### config.mk
export PLATFORM = sky130hd
export DESIGN_NAME = lsb_embedder_multi
export DESIGN_NICKNAME = d
export VERILOG_FILES = /design/src/rtl/lsb_embedder_multi_pkg.sv /design/src/rtl/lsb_embedder_multi_insert.sv /design/src/rtl/lsb_embedder_multi.sv
export SDC_FILE = /design/constraint.sdc
export NUM_CORES = 1
export LEC_CHECK = 0
export ABC_AREA = 1
export BUFFER_PORTS_ARGS = -buffer_cell sky130_fd_sc_hd__buf_2
export CORE_MARGIN = 4
export CORE_UTILIZATION = 51
export DETAILED_ROUTE_END_ITERATION = 10
export PLACE_DENSITY = 0.82
export SETUP_SLACK_MARGIN = 0.1
export SLEW_MARGIN = 20
export SYNTH_ARGS = -nofsm -noshare
export SYNTH_HDL_FRONTEND = slang
export SYNTH_SLANG_ARGS = --single-unit
### constraint.sdc
create_clock -name in_clk -period 4.2 [get_ports in_clk]
set_clock_uncertainty 0.15 [all_clocks]
set_input_delay 0.42 -clock in_clk [delete_from_list [all_inputs] [get_ports in_clk]]
set_output_delay 0.42 -clock in_clk [all_outputs]
set_load 0.02 [all_outputs]
### src/rtl/lsb_embedder_multi_pkg.sv
// Shared definitions for the multi-channel LSB embedder: FSM encoding and
// parameter legality checks evaluated at elaboration.
package lsb_embedder_multi_pkg;

    typedef enum logic [1:0] {
        S_IDLE  = 2'b00,
        S_WAIT  = 2'b01,
        S_EMBED = 2'b10
    } state_t;

    localparam int NLSB_MIN = 1;
    localparam int NLSB_MAX = 4;

    function automatic bit nlsb_legal(input int nlsb, input int bps);
        return (nlsb >= NLSB_MIN) && (nlsb <= NLSB_MAX) && (nlsb < bps);
    endfunction

    // A word must split into a whole number of frames.
    function automatic bit k_divides_msg(input int msg_w, input int k);
        return (k > 0) && ((msg_w % k) == 0);
    endfunction

endpackage

### src/rtl/lsb_embedder_multi_insert.sv
// Combinational LSB replacement for a single sample: low NLSB bits are
// overwritten, the rest pass through.
module lsb_insert
    import lsb_embedder_multi_pkg::*;
#(
    parameter int BPS  = 24,
    parameter int NLSB = 1
) (
    input  logic [BPS-1:0]  sample,
    input  logic [NLSB-1:0] bits,
    output logic [BPS-1:0]  result
);

    assign result = {sample[BPS-1:NLSB], bits};

endmodule

### src/rtl/lsb_embedder_multi.sv
// Stream LSB steganography embedder: buffers one message word and spreads it
// MSB-first over the low bits of every channel, one registered cycle of latency.
module lsb_embedder_multi
    import lsb_embedder_multi_pkg::*;
#(
    parameter int BPS      = 24,
    parameter int CHANNELS = 2,
    parameter int NLSB     = 1,
    parameter int MSG_W    = 8
) (
    input  logic                     in_clk,
    input  logic                     in_rst,
    input  logic                     in_enable,
    input  logic                     in_valid,
    input  logic [CHANNELS*BPS-1:0]  in_frame,
    input  logic [MSG_W-1:0]         in_msg_data,
    input  logic                     in_msg_valid,
    output logic                     out_msg_ready,
    output logic [CHANNELS*BPS-1:0]  out_frame,
    output logic                     out_valid,
    output logic                     out_embedded,
    output logic                     out_underrun,
    output logic [31:0]              out_bit_count
);

    localparam int K     = CHANNELS * NLSB;
    localparam int CNT_W = $clog2(MSG_W + 1);
    localparam logic [CNT_W-1:0] CNT_FULL = CNT_W'(MSG_W);
    localparam logic [CNT_W-1:0] CNT_K    = CNT_W'(K);

    generate
        if (!nlsb_legal(NLSB, BPS)) begin : g_bad_nlsb
            $error("lsb_embedder_multi: NLSB must be 1..4 and below BPS");
        end
        if (!k_divides_msg(MSG_W, K)) begin : g_bad_k
            $error("lsb_embedder_multi: MSG_W must be a multiple of CHANNELS*NLSB");
        end
    endgenerate

    state_t                    state_reg, state_next;
    logic [MSG_W-1:0]          sr_reg, sr_next;
    logic [CNT_W-1:0]          cnt_reg, cnt_next;
    logic [CHANNELS*BPS-1:0]   frame_reg, frame_next;
    logic                      valid_reg, valid_next;
    logic                      embedded_reg, embedded_next;
    logic                      underrun_reg, underrun_next;
    logic [31:0]               bit_count_reg, bit_count_next;
    logic [CHANNELS*BPS-1:0]   embedded_frame;

    // Channel gi takes the gi-th NLSB-wide slice counted from the word's MSB.
    genvar gi;
    generate
        for (gi = 0; gi < CHANNELS; gi++) begin : g_ch
            lsb_insert #(
                .BPS  (BPS),
                .NLSB (NLSB)
            ) u_insert (
                .sample (in_frame[gi*BPS +: BPS]),
                .bits   (sr_reg[MSG_W-1-gi*NLSB -: NLSB]),
                .result (embedded_frame[gi*BPS +: BPS])
            );
        end
    endgenerate

    always_comb begin
        state_next     = state_reg;
        sr_next        = sr_reg;
        cnt_next       = cnt_reg;
        frame_next     = frame_reg;
        valid_next     = 1'b0;
        embedded_next  = 1'b0;
        underrun_next  = 1'b0;
        bit_count_next = bit_count_reg;

        if (!in_enable) begin
            // sr keeps its stale contents; cnt=0 marks it invalid.
            state_next = S_IDLE;
            cnt_next   = '0;
        end else begin
            case (state_reg)
                S_IDLE: begin
                    state_next = S_WAIT;
                end
                S_WAIT: begin
                    if (in_valid) begin
                        frame_next    = in_frame;
                        valid_next    = 1'b1;
                        underrun_next = 1'b1;
                    end
                    // A word loaded alongside a frame is first used by the next frame.
                    if (in_msg_valid) begin
                        sr_next    = in_msg_data;
                        cnt_next   = CNT_FULL;
                        state_next = S_EMBED;
                    end
                end
                S_EMBED: begin
                    if (in_valid) begin
                        frame_next     = embedded_frame;
                        valid_next     = 1'b1;
                        embedded_next  = 1'b1;
                        sr_next        = sr_reg << K;
                        cnt_next       = cnt_reg - CNT_K;
                        bit_count_next = bit_count_reg + 32'(K);
                        if (cnt_reg == CNT_K) begin
                            state_next = S_WAIT;
                        end
                    end
                end
                default: begin
                    state_next = S_IDLE;
                    cnt_next   = '0;
                end
            endcase
        end
    end

    always_ff @(posedge in_clk or posedge in_rst) begin
        if (in_rst) begin
            state_reg     <= S_IDLE;
            sr_reg        <= '0;
            cnt_reg       <= '0;
            frame_reg     <= '0;
            valid_reg     <= 1'b0;
            embedded_reg  <= 1'b0;
            underrun_reg  <= 1'b0;
            bit_count_reg <= '0;
        end else begin
            state_reg     <= state_next;
            sr_reg        <= sr_next;
            cnt_reg       <= cnt_next;
            frame_reg     <= frame_next;
            valid_reg     <= valid_next;
            embedded_reg  <= embedded_next;
            underrun_reg  <= underrun_next;
            bit_count_reg <= bit_count_next;
        end
    end

    assign out_msg_ready = (state_reg == S_WAIT);
    assign out_frame     = frame_reg;
    assign out_valid     = valid_reg;
    assign out_embedded  = embedded_reg;
    assign out_underrun  = underrun_reg;
    assign out_bit_count = bit_count_reg;

endmodule

==> results of run 1 <==
[cells in the final DEF (no fill, tap or decap), types with 2 or more instances in the layout]
cell type,instances
nor2_1,43
and2_1,2
a21oi_1,6
dfrtp_1,95
xnor2_1,7
inv_2,2
buf_2,143
o21a_1,2
inv_6,2
o21ai_1,12
nand3_1,18
buf_4,2
clkbuf_8,9
nand2_2,3
nand3b_1,6
a31oi_1,2
o21ai_0,50
ha_1,6
bufinv_16,3
xor2_1,8
inv_1,86
nor2_4,4
nand2_1,154
nand4_1,14
[power by group through the flow]
stage               combinational [W]  sequential, W  clock [W]
floorplan                    0.000461        0.00167          0
global placement              0.00111        0.00138          0
detailed placement            0.00115        0.00139          0
CTS                           0.00116        0.00137   0.000739
global route                  0.00128        0.00141   0.000777
finish                        0.00115        0.00137   0.000724
[logic make-up after synthesis]
group,Yosys count,share of synthesized area (%)
AO/OA/AOI/OAI,74,8.585
XOR/XNOR,15,2.936
adder cells (fa/ha/maj),6,1.678
buffers and inverters,105,9.983
flip-flops,95,53.13
other,1,0.08381
AND/OR/NAND/NOR,247,23.60
[per-stage QoR]
step	hold slack (ns)	power (W)	utilization, %
floorplan	0.3175	0.002134	-
global placement	0.3320	0.002491	62.43
detailed placement	0.3531	0.002543	62.43
CTS	0.07875	0.003271	65.32
global route	0.1081	0.003460	65.32
finish	0.06593	0.003239	65.32
[critical path, delay by kind of cell, from the launching register on]
family	cells	cell delay, ns
AO/OA/AOI/OAI	2	0.29
adder cells (fa/ha/maj)	1	0.26
buffers and inverters	2	0.72
flip-flops	1	0.41
AND/OR/NAND/NOR	2	0.30
[area by class of cell]
cell class                 count  area (µm²)
multi-input combinational    343        1658
sequential                    95        2377
clock inverter                 6       115.1
clock buffer                  10       127.6
fill                         681        2907
timing repair buffer         145       730.7
tap                          105       131.4
inverter                      89       335.3
[worst paths after layout]
check                        startpoint                to  slack [ns]
setup / recovery           state_reg[1]     out_frame[15]        1.94
hold / removal                   in_rst     out_frame[11]        0.07
setup reg to reg           state_reg[1]     out_frame[15]        1.94
hold reg to reg            state_reg[1]      state_reg[1]        0.37
max in group asynchronous        in_rst  out_bit_count[8]        2.74
min in group in_clk         in_frame[3]      out_frame[3]        0.13
[routing by layer]
| layer | routed length, µm | up-vias | track usage (%) |
|---|---|---|---|
| li1 | - | 1957 | - |
| met1 | 4558 | 1861 | 28.48 |
| met2 | 5082 | 157 | 34.10 |
| met3 | 927 | 12 | 3.444 |
| met4 | 144 | 0 | 6.339 |
| met5 | 0 | - | 0 |
==> results.py, run 1 <==
metrics = {
    "logic_synthesis": {
        "synth.most_common_cell": "nand2_1",
        "synth_edf_count": 0,
        "ys_seq_area_share_pct": 53.13,
        "synth_ff_type": "dfrtp_1",
        "yosys_warnings": 0,
        "ys_ff_latch": 95,
        "yosysTopAreaCellShare_pct": 53.13,
        "synth_top_area_cell": "dfrtp_1",
        "synthTopCellsByCount": "154 x nand2_1, 95 x dfrtp_1, 87 x inv_1",
        "ys_types": 29,
        "mappedNetlistNets": 610,
        "synth_cells": 543,
        "syn_area_um2": 4474,
        "synth_area_leaders": "dfrtp_1 53%, nand2_1 13%, inv_1 7.3%, o21ai_0 5.6%, nor2_1 3.6%",
        "synth-async-reset-ratio_pct": 100.0,
        "avgSynthCellArea_um2": 8.240,
    },
    "floorplan": {
        "start_util_pct": 53.38,
        "dieArea_um2": 10340,
        "ios": 145,
        "die_h_um": 101.7,
        "core_area_um2": 8382,
        "die_x_um": 101.7,
        "num_rows": 33,
    },
    "sta": {
        "setup_viol": 0,
        "hold_violations": 0,
        "rsz0062_at_grt": "no",
        "fmax_ghz": 0.4424,
        "worst_slew_pin_slew_ns": 0.8814,
        "finalMaxSlewViolations": 0,
        "max-slew-margin-rel_pct": 41.17,
        "tns_ns": 0,
        "period_needed_ns": 2.260,
        "fin_ws_ns": 1.940,
        "finalCritPeriodShare_pct": 53.82,
    },
    "grt": {
        "grt.overflow.total": 0,
        "grtUsageTotal_pct": 20.79,
        "grt_max_degree": 97,
        "antenna_found_initial": 0,
        "grt_pass1_wl_um": 17020,
        "grt_pass1_vias": 3652,
    },
    "drt": {
        "wl_per_cell_um": 13.51,
        "drt-initial-drc-count": 244,
        "routed_wirelength_um": 10710,
        "vias_per_cell": 5.028,
        "drc": 0,
        "drtPass1Iterations": 4,
        "vias": 3987,
        "ant_nets": 0,
    },
    "clock_tree": {
        "clkTransAtPathRegs_ns": 0.10,
        "htree_levels": 3,
        "cts_buffer_depth": 2,
        "clock_latency_ns": 0.35,
        "cts_made_buffers": 9,
        "cts_tree": "yes",
        "cts.sinks": 95,
        "cts_setup_buffers": 0,
        "root_buffer": "clkbuf_8",
        "cts_resized": 0,
        "holdBufCountCts": 0,
    },
    "layout": {
        "drive_gt1_share_pct": 25.15,
        "final_nets": 750,
        "largest_register_ff_count": 48,
        "area_growth_pct": 22.37,
        "fin_cells": 793,
        "diodes": 0,
        "fin_area_um2": 5475,
    },
    "placement": {
        "io_buffers": 143,
        "routabilityCongestion": 0.8531,
        "hpwl_um": 7990,
        "placed_cells": 777,
        "dpl_worst_slack_ns": 1.973,
        "placed_area_um2": 5233,
    },
    "hold_path": {
        "worstHoldPathType": "primary input to async pin",
    },
    "power_and_ir_drop": {
        "switchingPower_w": 0.001252,
        "swShare_pct": 38.65,
        "seq_power_share_pct": 42.2,
        "p_comb_share_pct": 35.4,
        "ir_drop_mv": 0.2800,
        "p_leak_nw": 2.878,
        "clkPwrFrac_pct": 22.4,
        "p_per_area_nw_per_um2": 591.5,
        "p_int_w": 0.001987,
    },
    "status": {
        "outcome": "finished, final reports clean",
    },
    "worst_setup_path": {
        "reg2reg_depth": 7,
        "cpMostUsedCell": "nand2_1",
        "worstSetupEndpointType": "flip-flop",
        "critPathKind": "flip-flop to flip-flop",
        "arrival_ns": 2.36,
        "startpoint_type": "flip-flop",
        "worstPathCellList": "inv_1 -> ha_1 -> nand2_1 -> a21oi_4 -> buf_4 -> nand2_1 -> o21ai_0",
        "cp.required_ns": 4.30,
        "path_max_fanout": 96,
        "max_stage_delay_ns": 0.61,
        "slowest_stage": "buf_4",
    },
    "job": {
        "maxCapViolCount": 0,
    },
}
(Power assumes the default switching activity.)
==> run 2, diff against run 1 <==
ABC_AREA = 0   (was 1)
CORE_UTILIZATION = 49   (was 51)
PLACE_DENSITY = 0.81   (was 0.82)
clock period = 2.1 ns   (was 4.2 ns; I/O delays follow)
==> run 2 against run 1 <==
  * Non-clock buffer count rose by 63
  * Flip-flop and latch count did not move
  * Fmax rose by 15%
  * Core utilization rose by 7.9 points
  * Clock power rose by 74%
  * Sequential power rose by 100%
  * Synthesized area fell by 10%
  * Via count fell by 21%
  * Die area fell by 5.8%
  * Combinational power rose by 130%
  * Clock-buffer cell count did not move
  * First-iteration DRC count fell by 61%
  * Largest cell class unchanged
==> results.py, run 2 <==
metrics = {
    "sta": {
        "worst_slew_pin_slew_ns": 0.5653,
        "finalMaxSlewViolations": 0,
        "fmax_ghz": 0.5086,
        "max-slew-margin-rel_pct": 62.24,
        "fin_ws_ns": 0.1339,
        "rsz0062_at_grt": "yes",
        "hold_violations": 0,
        "tns_ns": 0,
        "setup_viol": 0,
        "finalCritPeriodShare_pct": 93.63,
        "period_needed_ns": 1.966,
    },
    "logic_synthesis": {
        "synth_edf_count": 0,
        "syn_area_um2": 4028,
        "synth.most_common_cell": "dfrtp_1",
        "synthTopCellsByCount": "95 x dfrtp_1, 44 x mux2_2, 26 x xnor2_1",
        "synth-async-reset-ratio_pct": 100.0,
        "ys_types": 31,
        "mappedNetlistNets": 376,
        "ys_seq_area_share_pct": 59.02,
        "synth_top_area_cell": "dfrtp_1",
        "synth_cells": 309,
        "synth_area_leaders": "dfrtp_1 59%, mux2_2 12%, xnor2_1 5.7%, mux2i_1 2.5%, ha_1 1.9%",
        "ys_ff_latch": 95,
        "yosys_warnings": 0,
        "yosysTopAreaCellShare_pct": 59.02,
        "avgSynthCellArea_um2": 13.03,
        "synth_ff_type": "dfrtp_1",
    },
    "floorplan": {
        "dieArea_um2": 9734,
        "die_x_um": 98.66,
        "core_area_um2": 7848,
        "num_rows": 32,
        "ios": 145,
        "start_util_pct": 51.32,
        "die_h_um": 98.66,
    },
    "drt": {
        "ant_nets": 0,
        "drc": 0,
        "vias": 3150,
        "wl_per_cell_um": 16.77,
        "vias_per_cell": 5.056,
        "drt-initial-drc-count": 95,
        "drtPass1Iterations": 4,
        "routed_wirelength_um": 10450,
    },
    "layout": {
        "seq_area_um2": 2377,
        "area_growth_pct": 42.68,
        "final_cell_mix": "143 x buf_2, 95 x dfrtp_1, 53 x dlygate4sd3_1, 44 x mux2_2, 26 x xnor2_1",
        "multi_input_area_um2": 1592,
        "final_nets": 582,
        "fin_area_um2": 5747,
        "n_fill_cell": 536,
        "layout_commonest_cell": "buf_2",
        "largest_register_ff_count": 48,
        "drive_gt1_share_pct": 43.46,
    },
    "power_and_ir_drop": {
        "p_leak_nw": 2.791,
        "p_per_area_nw_per_um2": 1171,
        "p_total_w": 0.006731,
        "ir_drop_mv": 0.7647,
    },
    "worst_setup_path": {
        "worstSetupEndpointType": "flip-flop",
        "reg2reg_depth": 6,
        "startpoint_type": "flip-flop",
        "r2r_slack_ns": 0.13,
        "path_max_fanout": 28,
        "startpoint": "state_reg[1]",
        "r2r_start": "state_reg[1]",
        "critPathKind": "flip-flop to flip-flop",
        "setup.worst_path.end": "out_frame[31]",
        "cp.required_ns": 2.19,
        "rr_endpoint": "out_frame[31]",
        "arrival_ns": 2.05,
    },
    "clock_tree": {
        "cts.sinks": 95,
        "cts_tree": "yes",
        "htree_levels": 3,
        "clock_latency_ns": 0.35,
        "clkTransAtPathRegs_ns": 0.09,
        "cts_buffer_depth": 2,
        "root_buffer": "clkbuf_8",
        "cts_made_buffers": 9,
    },
    "placement": {
        "io_buffers": 143,
        "hpwl_um": 6779,
        "routabilityCongestion": 0.7791,
        "placed_area_um2": 4941,
        "dpl_worst_slack_ns": 0.06323,
    },
    "job": {
        "maxCapViolCount": 0,
    },
    "status": {
        "outcome": "finished, final reports clean",
    },
    "grt": {
        "antenna_found_initial": 1,
        "grt_max_degree": 41,
        "grtUsageTotal_pct": 21.88,
        "grt.overflow.total": 0,
        "grt_pass1_wl_um": 16880,
        "grt_pass1_vias": 3337,
    },
    "hold_path": {
        "hp-start": "in_frame[24]",
        "worstHoldPathType": "primary input to flip-flop",
    },
}
-- run 2: what timing repair did --
item,in CTS,in global routing
gates cloned,0,0
endpoints found under the setup margin,41,62
buffers inserted,0,2
resized for setup,1,7
endpoints found under the hold margin,75,0
pin swaps,0,3
hold buffers,53,0
-- run 2: critical path, stage by stage, from the launching register on --
cell and delay [ns]:
dfrtp_1 0.40, buf_4 0.15, ha_4 0.19, and3_1 0.19, nor2_4 0.18, buf_12 0.21, mux2_2 0.37
-- run 2: how the worst min path moves through the flow --
stage | end | slack (ns) | cells past startpoint
floorplan | out_frame[33] | 0.19 | 1
global placement | out_frame[2] | 0.14 | 2
detailed placement | out_frame[8] | 0.15 | 2
CTS | sr_reg[6] | 0.002 | 3
global route | sr_reg[3] | 0.005 | 3
finish | out_frame[24] | 0.008 | 3
-- run 2: cell families (layout without fill, tap and decap cells) --
group	Yosys count	count (layout)	synth area share [%]
XOR/XNOR	30	30	6.524
buffers and inverters	23	234	2.578
adder cells (fa/ha/maj)	6	6	1.864
other	1	2	0.09311
AO/OA/AOI/OAI	18	18	2.423
flip-flops	95	95	59.02
AND/OR/NAND/NOR	79	79	11.87
multiplexers	57	57	15.63
-- run 2: final cells by class --
type / count / share of cell area (%)
multi-input combinational: 191 / 27.69
clock inverter: 6 / 1.306
tap: 102 / 2.221
antenna: 1 / 0.04354
inverter: 10 / 0.7185
sequential: 95 / 41.37
clock buffer: 10 / 2.395
timing repair buffer: 208 / 24.25
-- run 2: power breakdown --
group / internal (W) / switching, W / leakage [nW] / total [W]
sequential: 0.00244 / 0.000356 / 1.19 / 0.00279
clock: 0.000600 / 0.000664 / 0.105 / 0.00126
combinational: 0.00115 / 0.00153 / 1.49 / 0.00268
total: 0.00418 / 0.00255 / 2.79 / 0.00673
-- run 2: layer usage --
layer  global-route usage, %  vias up  part of all wire (%)
li1                        -     1487                     -
met1                   23.87     1561                    37
met4                   7.563        0                   1.6
met5                       0        -                     0
met3                   4.105       13                   4.0
met2                   42.02       89                    58
-- run 2: metrics by stage --
stage	hold WS, ns	utilization, %	cells
final	0.007909	73.23	623
after global routing	0.005176	73.23	623
after CTS	0.001837	72.46	620
after detailed placement	0.1452	62.96	551
after global placement	0.1439	62.96	551
after floorplan	0.1917	-	309
